### src/rtl/resul_display_if.sv
// Bus between the adder stage and the display stage: value in, display drive and status out.
interface resul_display_if;
    logic [7:0]  resul;
    logic [6:0]  seg;
    logic [3:0]  an;
    logic [11:0] bcd;
    logic        busy;

    // Upstream side: supplies the value, observes the display and status.
    modport master (
        output resul,
        input  seg,
        input  an,
        input  bcd,
        input  busy
    );

    // Display stage side.
    modport slave (
        input  resul,
        output seg,
        output an,
        output bcd,
        output busy
    );
endinterface

### src/rtl/resul_display.sv
// resul_display: binary byte -> 3 BCD digits (sequential double-dabble) shown on a
// multiplexed active-low common-anode 7-segment display.
// Optional macro DISP_LEADING_ZERO_BLANK_EN blanks leading zero digits.
module resul_display #(
    parameter int unsigned REFRESH_DIV = 50000
) (
    input logic          clk,
    input logic          reset,
    resul_display_if.slave bus
);

    localparam int unsigned RW      = $clog2(REFRESH_DIV);
    localparam logic [6:0]  SEG_BLK = 7'h7F;

    typedef enum logic [1:0] {IDLE, SHIFT, DONE} state_t;

    state_t          state_q, state_d;
    logic [7:0]      last_val_q, last_val_d;
    logic [19:0]     shreg_q, shreg_d;
    logic [2:0]      cnt_q, cnt_d;
    logic            busy_q, busy_d;
    logic [11:0]     bcd_q, bcd_d;
    logic [RW-1:0]   refresh_q, refresh_d;
    logic [1:0]      dig_idx_q, dig_idx_d;
    logic [6:0]      seg_q, seg_d;
    logic [3:0]      an_q, an_d;

    // One double-dabble step: add 3 to each BCD nibble >= 5, then shift left.
    function automatic logic [19:0] add3_shift(input logic [19:0] s);
        logic [19:0] t;
        t = s;
        for (int i = 0; i < 3; i++) begin
            if (t[8+4*i +: 4] >= 4'd5)
                t[8+4*i +: 4] = t[8+4*i +: 4] + 4'd3;
        end
        return {t[18:0], 1'b0};
    endfunction

    // Active-low segment code {g,f,e,d,c,b,a}; non-decimal nibbles are blank.
    function automatic logic [6:0] seg_code(input logic [3:0] d);
        case (d)
            4'd0:    return 7'h40;
            4'd1:    return 7'h79;
            4'd2:    return 7'h24;
            4'd3:    return 7'h30;
            4'd4:    return 7'h19;
            4'd5:    return 7'h12;
            4'd6:    return 7'h02;
            4'd7:    return 7'h78;
            4'd8:    return 7'h00;
            4'd9:    return 7'h10;
            default: return SEG_BLK;
        endcase
    endfunction

    // State and datapath registers.
    always_ff @(posedge clk or negedge reset) begin
        if (!reset) begin
            state_q    <= IDLE;
            last_val_q <= 8'h00;
            shreg_q    <= 20'h00000;
            cnt_q      <= 3'd0;
            busy_q     <= 1'b0;
            bcd_q      <= 12'h000;
            refresh_q  <= '0;
            dig_idx_q  <= 2'd0;
            seg_q      <= SEG_BLK;
            an_q       <= 4'b1111;
        end else begin
            state_q    <= state_d;
            last_val_q <= last_val_d;
            shreg_q    <= shreg_d;
            cnt_q      <= cnt_d;
            busy_q     <= busy_d;
            bcd_q      <= bcd_d;
            refresh_q  <= refresh_d;
            dig_idx_q  <= dig_idx_d;
            seg_q      <= seg_d;
            an_q       <= an_d;
        end
    end

    // Conversion FSM: detect a new value, run 8 shift steps, publish the result.
    always_comb begin
        state_d    = state_q;
        last_val_d = last_val_q;
        shreg_d    = shreg_q;
        cnt_d      = cnt_q;
        busy_d     = busy_q;
        bcd_d      = bcd_q;
        case (state_q)
            IDLE: begin
                if (bus.resul != last_val_q) begin
                    shreg_d    = {12'h000, bus.resul};
                    last_val_d = bus.resul;
                    cnt_d      = 3'd0;
                    busy_d     = 1'b1;
                    state_d    = SHIFT;
                end
            end
            SHIFT: begin
                shreg_d = add3_shift(shreg_q);
                cnt_d   = cnt_q + 3'd1;
                if (cnt_q == 3'd7)
                    state_d = DONE;
            end
            DONE: begin
                bcd_d   = shreg_q[19:8];
                busy_d  = 1'b0;
                state_d = IDLE;
            end
            default: state_d = IDLE;
        endcase
    end

    // Refresh timer: advance the lit digit 0->1->2->0 every REFRESH_DIV cycles.
    always_comb begin
        refresh_d = refresh_q + RW'(1);
        dig_idx_d = dig_idx_q;
        if (refresh_q == RW'(REFRESH_DIV - 1)) begin
            refresh_d = '0;
            dig_idx_d = (dig_idx_q == 2'd2) ? 2'd0 : dig_idx_q + 2'd1;
        end
    end

    // Digit select, optional leading-zero blanking, segment/anode decode.
    always_comb begin
        logic blank_h;
        logic blank_t;
`ifdef DISP_LEADING_ZERO_BLANK_EN
        blank_h = (bcd_q[11:8] == 4'd0);
        blank_t = (bcd_q[11:8] == 4'd0) && (bcd_q[7:4] == 4'd0);
`else
        blank_h = 1'b0;
        blank_t = 1'b0;
`endif
        seg_d = SEG_BLK;
        an_d  = 4'b1111;
        case (dig_idx_q)
            2'd0: begin
                an_d  = 4'b1110;
                seg_d = seg_code(bcd_q[3:0]);
            end
            2'd1: begin
                an_d  = 4'b1101;
                seg_d = blank_t ? SEG_BLK : seg_code(bcd_q[7:4]);
            end
            2'd2: begin
                an_d  = 4'b1011;
                seg_d = blank_h ? SEG_BLK : seg_code(bcd_q[11:8]);
            end
            default: begin
                an_d  = 4'b1111;
                seg_d = SEG_BLK;
            end
        endcase
    end

    assign bus.seg  = seg_q;
    assign bus.an   = an_q;
    assign bus.bcd  = bcd_q;
    assign bus.busy = busy_q;

endmodule

### src/flat_wrapper.sv
// flat-port wrapper written by rule: the top's interface ports become plain ports
module resul_display_flat 
#(
    parameter int unsigned REFRESH_DIV = 50000
)
  (clk, reset, bus_resul, bus_seg, bus_an, bus_bcd, bus_busy);
  resul_display_if bus_i ();
  input logic clk;
  input logic reset;
  input wire logic [$bits(bus_i.resul)-1:0] bus_resul;
  output wire logic [$bits(bus_i.seg)-1:0] bus_seg;
  output wire logic [$bits(bus_i.an)-1:0] bus_an;
  output wire logic [$bits(bus_i.bcd)-1:0] bus_bcd;
  output wire logic [$bits(bus_i.busy)-1:0] bus_busy;
  assign bus_i.resul = bus_resul;
  assign bus_seg = bus_i.seg;
  assign bus_an = bus_i.an;
  assign bus_bcd = bus_i.bcd;
  assign bus_busy = bus_i.busy;
  resul_display #(.REFRESH_DIV(REFRESH_DIV)) u_core (.clk(clk), .reset(reset), .bus(bus_i));
endmodule
### config.mk
export PLATFORM = sky130hd
export DESIGN_NAME = resul_display_flat
export DESIGN_NICKNAME = d
export VERILOG_FILES = /design/src/rtl/resul_display_if.sv /design/src/rtl/resul_display.sv /design/src/flat_wrapper.sv
export SDC_FILE = /design/constraint.sdc
export NUM_CORES = 1
export LEC_CHECK = 0
export ABC_AREA = 1
export CORE_UTILIZATION = 23
export DETAILED_ROUTE_END_ITERATION = 8
export PLACE_DENSITY = 0.38
export SYNTH_ARGS = -nofsm -noshare
export SYNTH_HDL_FRONTEND = slang
export SYNTH_SLANG_ARGS = --single-unit
export TNS_END_PERCENT = 1
### constraint.sdc
create_clock -name clk -period 2.71 [get_ports clk]
set_input_delay 0.542 -clock clk [delete_from_list [all_inputs] [get_ports clk]]
set_output_delay 0.542 -clock clk [all_outputs]
set_load 0.1 [all_outputs]
==> summary.md <==
| Metric | Value |
|---|---|
| Top cells by area, synth | `dfrtp_1 39%, nand2_1 12%, ha_1 8.3%` |
| Xor-xnor portion of the synthesized cell area | `0.0301` |
| Cell breakdown of the critical path | `clkdlybuf4s50_1, xnor2_1, nand2_1, nor2_1, nand2_1, nand2_1, nand2_1, nand2_1, nand2_1` |
| Startpoint types | `input pin` |
| Crit Path Max Fanout | `12` |
| Final Setup Violations | `0` |
| Post-synthesis mux area share | `0` |
| EDFF count, synth | `0` |
| Final hold violations | `0` |
| CP Launch Point | `bus_resul[6]` |
| Total GRT Usage | `0.114` |
| Number of routed nets with antenna violations | `0` |
| Count leader, synth | `nand2_1` |
| WP data required | `2.94 ns` |
| Max_slew headroom | `0.608` |
| Arrival @ worst endpoint | `2.19 ns` |
| Top Family by Delay on Critical Path | `simple AND/OR/NAND/NOR gates` |
| # rows | `48` |
| Initial Util | `0.235` |
| DRT Pass-1 Iters | `6` |
| Asr flop ratio synth | `1.00` |
| Vias in the first global route | `3,314` |
| Dpl cell area | `4620 µm²` |
| Leak Pwr | `2.41 nW` |
| Library cells used by synthesis | `28` |
| Vias | `3,289` |
| Inserted Diodes | `0` |
| Synth Flop Type | `dfrtp_1` |
| Clock period minus worst slack | `1.97 ns` |
| CP dominant cell by count | `nand2_1` |
| Pre-CTS setup slack | `0.358 ns` |
| CP endpoint kind | `flip-flop` |
| Cts-stage hold buffer count | `0` |
| Chip width | `135 µm` |
| Sequential share of the synthesized area | `0.458` |
| Placed cell count | `766` |
| # H-tree levels | `3` |
| Power density cells | `1200 nW/µm²` |
| Max-cap violations | `0` |
| Critical path class | `in2reg` |
| Share of post-route cells with drive strength above 1 | `0.108` |
| Core box area | `17,300 µm²` |
| Clock Sink Count | `74` |
| Area delta synth->final | `20.2%` |
| Synth Area in Simple Gates | `0.251` |
| Die height | `135 µm` |
| Final Cycle Share | `0.725` |
| Status | `complete, no violations` |
| Final WS setup | `0.745 ns` |
| Post-Layout Cell Count | `782` |
| Critical path's slowest cell | `clkdlybuf4s50_1` |
| DP HPWL | `6650 µm` |
| Synthesized Nets | `553` |
| Cells resized by post-CTS repair | `0` |
| Buf/Inv on CP | `1` |
| First-pass GRT wire length | `16,000 µm` |
| NumNets Final | `589` |
| Commonest cells post-synth | `133 x nand2_1, 69 x inv_1, 64 x dfrtp_1` |
| Ys Warns | `0` |
| FMAX | `509 MHz` |
| VDD IR max | `0.000632 V` |
| DR vias/cell | `4.21` |
| Clock Latency Late Sink | `0.34 ns` |
| Num CTS Buffers | `9` |
| Worst r2r src | `u_core.last_val_q[7]$_DFFE_PN0P_` |
| Yosys top cell area share | `0.393` |
| Cell taking the most area after synthesis | `dfrtp_1` |
| Fin Setup TNS | `0 ns` |
| Finished Cell Area | `4890 µm²` |
| Syn avg cell area | `7.89 µm²` |
| Worst-path clk slew | `0.06 ns` |
| Routed WL | `9390 µm` |
| Post-Synth Adder-Cell Area | `0.0830` |
| Starting DRT DRC Count | `245` |
| HP Class | `in2async` |
| Remaining DRCs | `0` |
| Port Buffers | `32` |
| Wire length per cell | `12.0 µm` |
| Pin count of the biggest net entering global routing | `39` |
| Worst slew pin tran | `0.588 ns` |
| Max Buffers Root-to-Sink | `2` |
| RSZ-0062 raised after global routing | `false` |
| Post-CTS Setup Bufs | `0` |
| Post-synthesis compound-gate area fraction | `0.0974` |
| Die ar. | `18,200 µm²` |
| Largest stage delay on the critical path | `0.49 ns` |
| Antenna violations before repair | `0` |
| Final Max Slew Viols | `0` |
| Share of the core filled with cells | `0.283` |
| Final clock skew | `0.00614 ns` |
| Root buffer cell | `clkbuf_16` |
| Gr ovfl total | `0` |
| Largest family of logic cells by synthesized area | `simple AND/OR/NAND/NOR gates` |
| FF+latch count, synth | `74` |
| TritonCTS clock tree | `done` |
| Cell Area, Synth | `4070 µm²` |
| Cell count after synthesis | `516` |
| Final GP Congestion | `0.811` |
| Boundary Pins | `34` |
==> stage by stage <==
step                total power, W  hold slack, ns
floorplan                  0.00407           0.246
global placement           0.00476           0.453
detailed placement         0.00478           0.464
CTS                        0.00594           0.190
global route               0.00635           0.205
finish                     0.00585           0.178
==> cell type report <==
type / instances / area [µm²]
clock buffers: 16 / 272
fillers: 1885 / 12400
inverters: 71 / 267
multi-input cells: 359 / 1880
flip-flops and latches: 74 / 1860
well taps: 225 / 282
repair buffers: 37 / 323
==> cell usage in the layout, fill, tap and decap left out, drive strengths merged <==
cell type	instances
a21oi	12
a31oi	3
buf	29
clkbuf	16
clkdlybuf4s50	8
conb	1
dfrtp	64
dfstp	10
ha	27
inv	71
nand2	134
nand3	38
nand3b	1
nand4	9
nor2	47
nor3	7
nor4	2
o21ai	62
o21bai	1
or2	1
xnor2	6
xor2	8
==> path summary, 6_finish.rpt <==
check	cells past startpoint	end	slack [ns]
max	9	u_core.shreg_q[3]$_DFFE_PN0P_	0.74
min	1	u_core.refresh_q[15]$_DFF_PN0_	0.18
max reg2reg	8	u_core.shreg_q[3]$_DFFE_PN0P_	1.03
min reg2reg	1	u_core.refresh_q[0]$_DFF_PN0_	0.47
max in group asynchronous	2	u_core.shreg_q[13]$_DFFE_PN0P_	1.95
min in group clk	1	u_core.refresh_q[0]$_DFF_PN0_	0.47
==> metal layers <==
layer,vias to the layer above,GRT usage,share of wire
li1,1703,-,-
met1,1520,0.145,0.48
met2,54,0.180,0.46
met3,12,0.0383,0.047
met4,0,0.0381,0.013
met5,-,0,0
==> registers in the layout, summed over array words and instances (netlist names) <==
register	count
u_core.shreg_q	20
u_core.refresh_q	16
u_core.bus.bcd	12
u_core.last_val_q	8
u_core.bus.seg	7
u_core.bus.an	3
u_core.cnt_q	3
u_core.dig_idx_q	2
u_core.state_q	2
u_core.bus.busy	1
==> worst register-to-register path: cells and delay by family (launching register included) <==
| family | cells | cell delay, ns |
|---|---|---|
| xor gates and xnor gates | 1 | 0.14 |
| and+or+nand+nor | 7 | 1.03 |
| DFF | 1 | 0.40 |
==> cell families (layout without fill, tap and decap cells) <==
family,count (synthesis),count (layout)
AOI/OAI and AO/OA,78,78
xor gates and xnor gates,14,14
adders and majority gates,27,27
buffers and inverters,83,124
DFF,74,74
other,1,1
and+or+nand+nor,239,239
==> power breakdown <==
group          total [W]  switching, W  internal [W]
Sequential       0.00186      0.000341       0.00152
Combinational    0.00287       0.00207      0.000794
Clock            0.00113      0.000452      0.000673
Total            0.00585       0.00287       0.00298
Power figures use the tool's default switching activity.
